## config.mk

```make
export PLATFORM = sky130hd
export DESIGN_NAME = fusion_mac_unit
export DESIGN_NICKNAME = d
export VERILOG_FILES = /design/src/rtl/fusion_mac_unit.sv
export SDC_FILE = /design/constraint.sdc
export NUM_CORES = 2
export LEC_CHECK = 0
export BUFFER_PORTS_ARGS = -buffer_cell sky130_fd_sc_hd__buf_2
export CAP_MARGIN = 20
export CORE_MARGIN = 1.5
export CORE_UTILIZATION = 45
export CTS_BUF_LIST = sky130_fd_sc_hd__clkbuf_8
export DETAILED_ROUTE_END_ITERATION = 16
export GPL_TIMING_DRIVEN = 0
export HOLD_SLACK_MARGIN = 0.06
export MAX_ROUTING_LAYER = met4
export SYNTH_ARGS = -nofsm -noshare
export SYNTH_HDL_FRONTEND = slang
export SYNTH_SLANG_ARGS = --single-unit
```

## constraint.sdc

```tcl
create_clock -name clk -period 32.2 [get_ports clk]
set_clock_uncertainty 0.1 [all_clocks]
set_input_delay 6.44 -clock clk [delete_from_list [all_inputs] [get_ports clk]]
set_output_delay 6.44 -clock clk [all_outputs]
set_load 0.02 [all_outputs]
```

## src/rtl/fusion_mac_unit.sv

```systemverilog
// Bit-fusion dot-product MAC: 2/4/8-bit elements per operand, per-operand signedness, LANES byte pairs per beat.
// Latency 3 edges from last-beat accept to out_valid; whole pipe stalls while out_valid && !out_ready.
// Optional FUSION_MAC_SAT_EN: saturating accumulator with sticky out_sat flag.
module fusion_mac_unit #(
    parameter int LANES = 4,
    parameter int ACC_W = 32,
    parameter int CNT_W = 16
) (
    input  logic                 clk,
    input  logic                 rst,
    input  logic [1:0]           cfga,
    input  logic [1:0]           cfgb,
    input  logic                 sa,
    input  logic                 sb,
    input  logic                 in_valid,
    output logic                 in_ready,
    input  logic                 in_last,
    input  logic [8*LANES-1:0]   a,
    input  logic [8*LANES-1:0]   b,
    output logic                 out_valid,
    input  logic                 out_ready,
    output logic [ACC_W-1:0]     out_data,
    output logic [CNT_W-1:0]     out_count,
    output logic                 out_sat
);

    function automatic logic [2:0] f_num(input logic [1:0] cfg);
        case (cfg)
            2'b00:   return 3'd4;
            2'b01:   return 3'd2;
            default: return 3'd1;
        endcase
    endfunction

    // Element k of a byte; the part-selects wrap k modulo the element count.
    function automatic logic signed [8:0] f_elem(input logic [7:0] w, input logic [1:0] cfg,
                                                 input logic sgn, input logic [1:0] k);
        logic [1:0] v2;
        logic [3:0] v4;
        v2 = w[{k, 1'b0} +: 2];
        v4 = w[{k[0], 2'b00} +: 4];
        case (cfg)
            2'b00:   return {{7{sgn & v2[1]}}, v2};
            2'b01:   return {{5{sgn & v4[3]}}, v4};
            default: return {sgn & w[7], w};
        endcase
    endfunction

    function automatic logic signed [ACC_W-1:0] f_lane(input logic [7:0] wa, input logic [7:0] wb,
                                                       input logic [1:0] ca, input logic [1:0] cb,
                                                       input logic xsa, input logic xsb);
        logic [2:0]              kn;
        logic signed [8:0]       ea;
        logic signed [8:0]       eb;
        logic signed [17:0]      prod;
        logic signed [ACC_W-1:0] s;
        kn = (f_num(ca) > f_num(cb)) ? f_num(ca) : f_num(cb);
        s  = '0;
        for (int k = 0; k < 4; k++) begin
            if (k < int'(kn)) begin
                ea   = f_elem(wa, ca, xsa, 2'(k));
                eb   = f_elem(wb, cb, xsb, 2'(k));
                prod = 18'(ea) * 18'(eb);
                s    = s + ACC_W'(prod);
            end
        end
        return s;
    endfunction

    logic                    w_en, w_in_rdy, w_accept, w_clip;
    logic [1:0]              w_cfga, w_cfgb;
    logic                    w_sa, w_sb;
    logic signed [ACC_W-1:0] w_sum, w_add;

    logic                    r_first;
    logic [1:0]              r_cfga, r_cfgb;
    logic                    r_sa, r_sb;
    logic                    r_e1_vld, r_e1_last, r_e1_sa, r_e1_sb;
    logic [1:0]              r_e1_cfga, r_e1_cfgb;
    logic [8*LANES-1:0]      r_e1_a, r_e1_b;
    logic                    r_e2_vld, r_e2_last;
    logic signed [ACC_W-1:0] r_e2_sum, r_acc;
    logic [CNT_W-1:0]        r_cnt;
    logic                    r_sat_acc;
    logic                    r_out_vld, r_out_sat;
    logic [ACC_W-1:0]        r_out_data;
    logic [CNT_W-1:0]        r_out_count;

    assign w_en     = !(r_out_vld && !out_ready);
    assign w_in_rdy = !rst && w_en;
    assign w_accept = in_valid && w_in_rdy;

    // The first beat of a vector uses live config; later beats use the copy latched with it.
    assign w_cfga = r_first ? cfga : r_cfga;
    assign w_cfgb = r_first ? cfgb : r_cfgb;
    assign w_sa   = r_first ? sa   : r_sa;
    assign w_sb   = r_first ? sb   : r_sb;

    always_comb begin
        w_sum = '0;
        for (int l = 0; l < LANES; l++) begin
            w_sum = w_sum + f_lane(r_e1_a[8*l +: 8], r_e1_b[8*l +: 8],
                                   r_e1_cfga, r_e1_cfgb, r_e1_sa, r_e1_sb);
        end
    end

`ifdef FUSION_MAC_SAT_EN
    logic signed [ACC_W:0] w_add_full;
    assign w_add_full = {r_acc[ACC_W-1], r_acc} + {r_e2_sum[ACC_W-1], r_e2_sum};
    assign w_clip     = w_add_full[ACC_W] != w_add_full[ACC_W-1];
    assign w_add      = !w_clip ? w_add_full[ACC_W-1:0]
                      : (w_add_full[ACC_W] ? {1'b1, {(ACC_W-1){1'b0}}} : {1'b0, {(ACC_W-1){1'b1}}});
`else
    assign w_clip = 1'b0;
    assign w_add  = r_acc + r_e2_sum;
`endif

    always_ff @(posedge clk) begin
        if (rst) begin
            r_first     <= 1'b1;
            r_cfga      <= '0;
            r_cfgb      <= '0;
            r_sa        <= 1'b0;
            r_sb        <= 1'b0;
            r_e1_vld    <= 1'b0;
            r_e1_last   <= 1'b0;
            r_e1_cfga   <= '0;
            r_e1_cfgb   <= '0;
            r_e1_sa     <= 1'b0;
            r_e1_sb     <= 1'b0;
            r_e1_a      <= '0;
            r_e1_b      <= '0;
            r_e2_vld    <= 1'b0;
            r_e2_last   <= 1'b0;
            r_e2_sum    <= '0;
            r_acc       <= '0;
            r_cnt       <= '0;
            r_sat_acc   <= 1'b0;
            r_out_vld   <= 1'b0;
            r_out_data  <= '0;
            r_out_count <= '0;
            r_out_sat   <= 1'b0;
        end else begin
            if (r_out_vld && out_ready)
                r_out_vld <= 1'b0;
            if (w_en) begin
                r_e1_vld <= w_accept;
                if (w_accept) begin
                    r_e1_a    <= a;
                    r_e1_b    <= b;
                    r_e1_last <= in_last;
                    r_e1_cfga <= w_cfga;
                    r_e1_cfgb <= w_cfgb;
                    r_e1_sa   <= w_sa;
                    r_e1_sb   <= w_sb;
                    if (r_first) begin
                        r_cfga <= cfga;
                        r_cfgb <= cfgb;
                        r_sa   <= sa;
                        r_sb   <= sb;
                    end
                    r_first <= in_last;
                end
                r_e2_vld  <= r_e1_vld;
                r_e2_last <= r_e1_last;
                r_e2_sum  <= w_sum;
                if (r_e2_vld) begin
                    if (r_e2_last) begin
                        r_out_vld   <= 1'b1;
                        r_out_data  <= w_add;
                        r_out_count <= r_cnt + CNT_W'(1);
                        r_out_sat   <= r_sat_acc | w_clip;
                        r_acc       <= '0;
                        r_cnt       <= '0;
                        r_sat_acc   <= 1'b0;
                    end else begin
                        r_acc     <= w_add;
                        r_cnt     <= r_cnt + CNT_W'(1);
                        r_sat_acc <= r_sat_acc | w_clip;
                    end
                end
            end
        end
    end

    assign in_ready  = w_in_rdy;
    assign out_valid = r_out_vld;
    assign out_data  = r_out_data;
    assign out_count = r_out_count;
    assign out_sat   = r_out_sat;

endmodule

```

* Word level (Yosys, flattened, before mapping) *
Index checks and enable logic that the tools add are counted.

word-level totals
  output and inout port bits = 51
  flip-flop bits (word level) = 204

cells by class
  $lt $le $gt $ge = 5
  bitwise logic cells = 33
  reductions and logical operators = 13
  multiplexer cells = 93
  eq/ne operators = 2
  add/sub/neg operators = 17
  multipliers = 16

operators by type and width
  kind                   number
  $mux 32                17
  $pmux 9 s2             24
  $add 32x18->32         12
  $mul 9x9->18           16
  $mux 9                 32
  $add 32x32->32         4
  $pmux 8 s2             8
  $and 1x1->1            32
  $add 16x1->16 const B  1
  $mux 16                1
  $pmux 3 s2             2
  $lt 1x3->1 const A     2
  $lt 2x3->1 const A     2
  $mux 1                 6
  $reduce_and 3->1       2
  $eq 2x1->1 const B     2
  $logic_and 1x1->1      4
  $logic_not 2->1        2
  $mux 2                 2
  $reduce_and 2->1       2
  $gt 3x3->1             1
  $logic_not 1->1        3
  $mux 3                 1
  $not 1->1              1

* Longest topological paths before layout *
  word-level depth = 17
  depth in mapped cells = 86

* Least setup slack after synthesis *
OpenSTA, ideal clock, no wires.

  kind = flip-flop to flip-flop
  from = register r_e1_cfga[0]
  to = register r_e2_sum[31]
  buffers on the path = 3
  path slack = 14,334 ps
  setup time = 70 ps
  arrival time = 17,696 ps
  cell stages (with the launch flop) = 74
  cells stage by stage = dfxtp_1 > clkbuf_1 > clkbuf_1 > clkbuf_1 > o21ai_0 > and2_1 > a21oi_1 > nor2_1 > fa_1 > inv_1 > fa_1 > inv_1 > fa_1 > fa_1 > inv_1 > fa_1 > inv_1 > ha_1 > (+38 left out) > inv_1 > ha_1 > and3_1 > a221oi_1 > o21bai_1 > and4b_1 > nor4_1 > fa_1 > fa_1 > inv_1 > ha_1 > o2111ai_1 > o22a_1 > xnor3_1 > xnor2_1 > a21oi_1 > or3b_1 > a21oi_1

between the ends
  cells in the longest elaborated chain, start to end = 15
  elaborated cells between the ends (all ways) = 88
  classes of those cells = 15 x add/sub; 16 x mul; 5 x order compare; 1 x eq/ne; 50 x mux; 1 x reduce/logical

ends and longest elaborated chain
  what                                                     RTL line  source
  from (decl)                                              79        logic [1:0] r_e1_cfga, r_e1_cfgb;
  from (signal assigned)                                   152       r_e1_cfga <= w_cfga;
  branches (longest 14 deep; another with $add 32x18->32)  -
  $add 32x32->32 *                                         102       w_sum = w_sum + f_lane(r_e1_a[8*l +: 8], r_e1_b[8*l +: 8],
  to (signal assigned)                                     166       r_e2_sum <= w_sum;
  to (decl)                                                82        logic signed [ACC_W-1:0] r_e2_sum, r_acc;

Every way passes the cells marked *. The select of a mux whose other input is x is not followed.
A chain may end at the register's enable or synchronous reset.

* Worst setup path in the final report *
  from = register r_e1_cfgb[1]
  to = register r_e2_sum[31]

between the ends
  cells in the longest elaborated chain, start to end = 15
  elaborated cells between the ends (all ways) = 88
  classes of those cells = 15 x add/sub; 16 x mul; 5 x order compare; 1 x eq/ne; 50 x mux; 1 x reduce/logical

ends and longest elaborated chain
  what                                                     RTL line  source
  from (decl)                                              79
  from (signal assigned)                                   153       r_e1_cfgb <= w_cfgb;
  branches (longest 14 deep; another with $add 32x18->32)  -
  $add 32x32->32 *                                         102

Marks and branches as above.

==> results by group <==
STA
  – Fin crit period: 23.43 ns
  – Pin slew with the least headroom to its limit: 1.330 ns
  – Highest clock rate: 0.04268 GHz
  – Fin. Hold Viols: 0
  – Setup violators final: 0
  – Final Cycle Share: 0.7276
  – RSZ-0062 raised after global routing: false
  – Pins Over Slew Limit: 0
  – Hold WS: around 0.35 ns
  – TNS Setup: 0 ns
  – Slew HR: 0.1137

Clocking
  – CTS buffer count: 41
  – CTS Sinks: 204
  – Clock Latency Late Sink: 0.75 ns
  – Cts repair resizes: 0
  – CTS Hold Bufs: 0
  – Postcts setup bufs: 0
  – Clock transition at path regs: around 0.06 ns
  – CTS tree: built
  – H-tree Lvls: 2
  – Maximum buffer depth of the clock tree: 3
  – Root Buffer: clkbuf_8

Setup path
  – Setup crit start kind: flip-flop
  – Slowest cell on crit path: buf_1
  – Max FO, Critical Path: 10
  – Crit path required time: approximately 33 ns
  – Worst path arrival time: approximately 24 ns
  – Critical path capture point type: flip-flop
  – Crit-path leading delay family: adder cells
  – Largest stage delay on the critical path: 1.04 ns
  – Worst Path Class, Setup: flip-flop to flip-flop
  – CP bufs+invs: 17

Global route
  – Antenna violations before repair: 29
  – Largest net degree at the start of global routing: 18
  – Number of global-route vias before repair: approximately 80000
  – All-layer global routing usage: 0.3777
  – Total congestion overflow: 0
  – First-pass GRT wire length: roughly 520000 um

Floorplanning
  – Core area: 0.1908 mm^2
  – # rows: 160
  – Initial Util: 0.4541
  – Io pins: 126
  – Die height: 441.8 um
  – Die width: roughly 440 um
  – Die ar.: a little under 0.2 mm^2

Synth
  – Post-synth top flop: dfxtp_1
  – Area contributors post-synth: fa_1 (38%), ha_1 (15%), inv_1 (9.0%)
  – Register area share after synthesis: 0.04714
  – Yosys warns: 0
  – Synth top area share: 0.3787
  – FFs w/ async S/R, synth: 0
  – Synthesized cell area: about 0.087 mm^2
  – Syn avg cell area: 8.288 um^2
  – Post-synth EDFFs: 0
  – Syn nets: approximately 13000
  – Cell taking the most area after synthesis: fa_1
  – Synthesized instance count: 10450
  – FF+latch count, synth: 204
  – Yosys cell types: 89

Routing
  – Routed vias/inst: 5.667
  – WL/cell: 26.78 um
  – First-pass iteration count of the detailed router: 7
  – Vias: 75140
  – 1st-iter DRT viols: 6449
  – Number of remaining DRC errors: 0
  – Antenna-violating nets left: 0
  – Routed WL: 355100 um

Status
  – Status: completed

Power and ir drop
  – P_leak: 46.61 nW
  – Power density cells: 33.43 mW/mm^2
  – Peak supply drop: 67.27 uV

Finish
  – Final #Nets: roughly 13000
  – Fraction of layout cells with a size suffix above 1: 0.03559
  – # fillers: 19050
  – Area growth, synth to finish: 6.788%

Place
  – Hpwl dp: slightly above 300000 um
  – Routability Congestion: 1.048
  – Port buffer count: 123

Run
  – Max-cap violation count: 0

Min path
  – Tightest Hold Check Type: flip-flop to flip-flop
[stage by stage]
step / instances / instance area (um^2) / worst slack, ns / util / power [mW]
3_5_place_dp: 13160 / 91550 / 9.432 / 0.4799 / 2.736
5_1_grt: 13250 / 92500 / 8.090 / 0.4848 / 3.316
4_1_cts: 13240 / 92400 / 9.286 / 0.4843 / 3.056
2_1_floorplan: 10450 / 86640 / 14.33 / - / 1.812
3_3_place_gp: 13090 / 90400 / 7.890 / 0.4738 / 2.647
6_report: 13260 / 92520 / 8.772 / 0.4849 / 3.093
[layout by cell type, fill, tap and decap left out, types with 29 or more instances in the layout]
cell type	count
a21o_1	181
nand3b_1	36
a21boi_0	39
buf_2	137
or2_2	32
nand3_1	110
a22oi_1	38
nor3_1	79
nand2_1	1569
fa_1	1639
o21bai_1	69
o21ai_1	52
clkbuf_8	46
o21a_1	68
a31oi_1	46
or3_1	29
inv_1	2086
a211oi_1	46
xnor2_1	284
buf_1	33
nor2_1	747
dfxtp_1	204
and2_1	161
xor2_1	115
a21oi_1	608
ha_1	1038
clkbuf_1	204
and3_1	50
nand2b_1	96
o21ai_0	322
nor2b_1	91
o31ai_1	61
buf_8	37
[worst reg2reg max path, delay by kind of cell (launching register included)]
kind | cells | cell delay [ns]
buf+inv | 17 | 3.89
simple gates | 13 | 2.49
fa+ha+maj | 21 | 8.96
xor+xnor | 6 | 2.53
compound gates | 26 | 4.92
flops | 1 | 0.39
[cell usage after synthesis (all sizes together) (165+ instances only)]
master and instances:
a21o 181, a21oi 610, and2 165, clkbuf 226
dfxtp 204, fa 1639, ha 1038, inv 2072
nand2 1569, nor2 747, o21ai 375, xnor2 284
[kinds of logic after synthesis]
group,after synthesis,synth area share
xor+xnor,403,0.04139
flops,204,0.04714
other cells,1,0.00004328
simple gates,3055,0.1523
compound gates,1726,0.1235
buf+inv,2348,0.1018
mux,40,0.005170
fa+ha+maj,2677,0.5286
[layer usage]
metal,global-route usage,vias up,part of all wire
li1,-,33400,-
met1,0.4737,38010,0.40
met2,0.5806,3016,0.45
met3,0.05466,712,0.077
met4,0.2244,0,0.075
met5,-,-,0
[power breakdown]
group | internal, mW | switching, mW
Combinational | 0.865 | 1.62
Sequential | 0.284 | 0.0239
Clock | 0.157 | 0.146
Total | 1.31 | 1.79
[sequential cells by signal, indices dropped and copies added, names as in the netlist]
name / count
r_e1_cfgb: 2
r_e1_sb: 1
out_valid: 1
r_e1_b: 32
r_acc: 32
r_cnt: 16
r_e2_vld: 1
r_e1_last: 1
r_e1_vld: 1
r_e2_last: 1
r_e1_sa: 1
out_data: 32
r_e1_a: 32
r_first: 1
out_count: 16
r_e1_cfga: 2
r_e2_sum: 32
[path summary, 6_finish.rpt]
kind | from | end | slack, ns | cells past startpoint
worst max-delay path | r_e1_cfgb[1] | r_e2_sum[31] | 8.77 | 83
worst min-delay path | out_data[3] | out_data[3] | 0.35 | 2
worst max register to register | r_e1_cfgb[1] | r_e2_sum[31] | 8.77 | 83
worst min register to register | out_data[3] | out_data[3] | 0.35 | 2
[area by class of cell]
class / count / area (um^2) / area share
diodes: 15 / 37.54 / 0.0004057
plain buffers: 272 / 1067 / 0.01154
clock buffers: 46 / 633.1 / 0.006843
clock inverters: 26 / 217.7 / 0.002353
inverters: 2076 / 7792 / 0.08423
multi-input cells: 7902 / 73750 / 0.7971
flip-flops and latches: 204 / 4084 / 0.04414
well taps: 2511 / 3142 / 0.03396
repair buffers: 207 / 1795 / 0.01941
No activity file was read; power rests on OpenSTA's default activity.
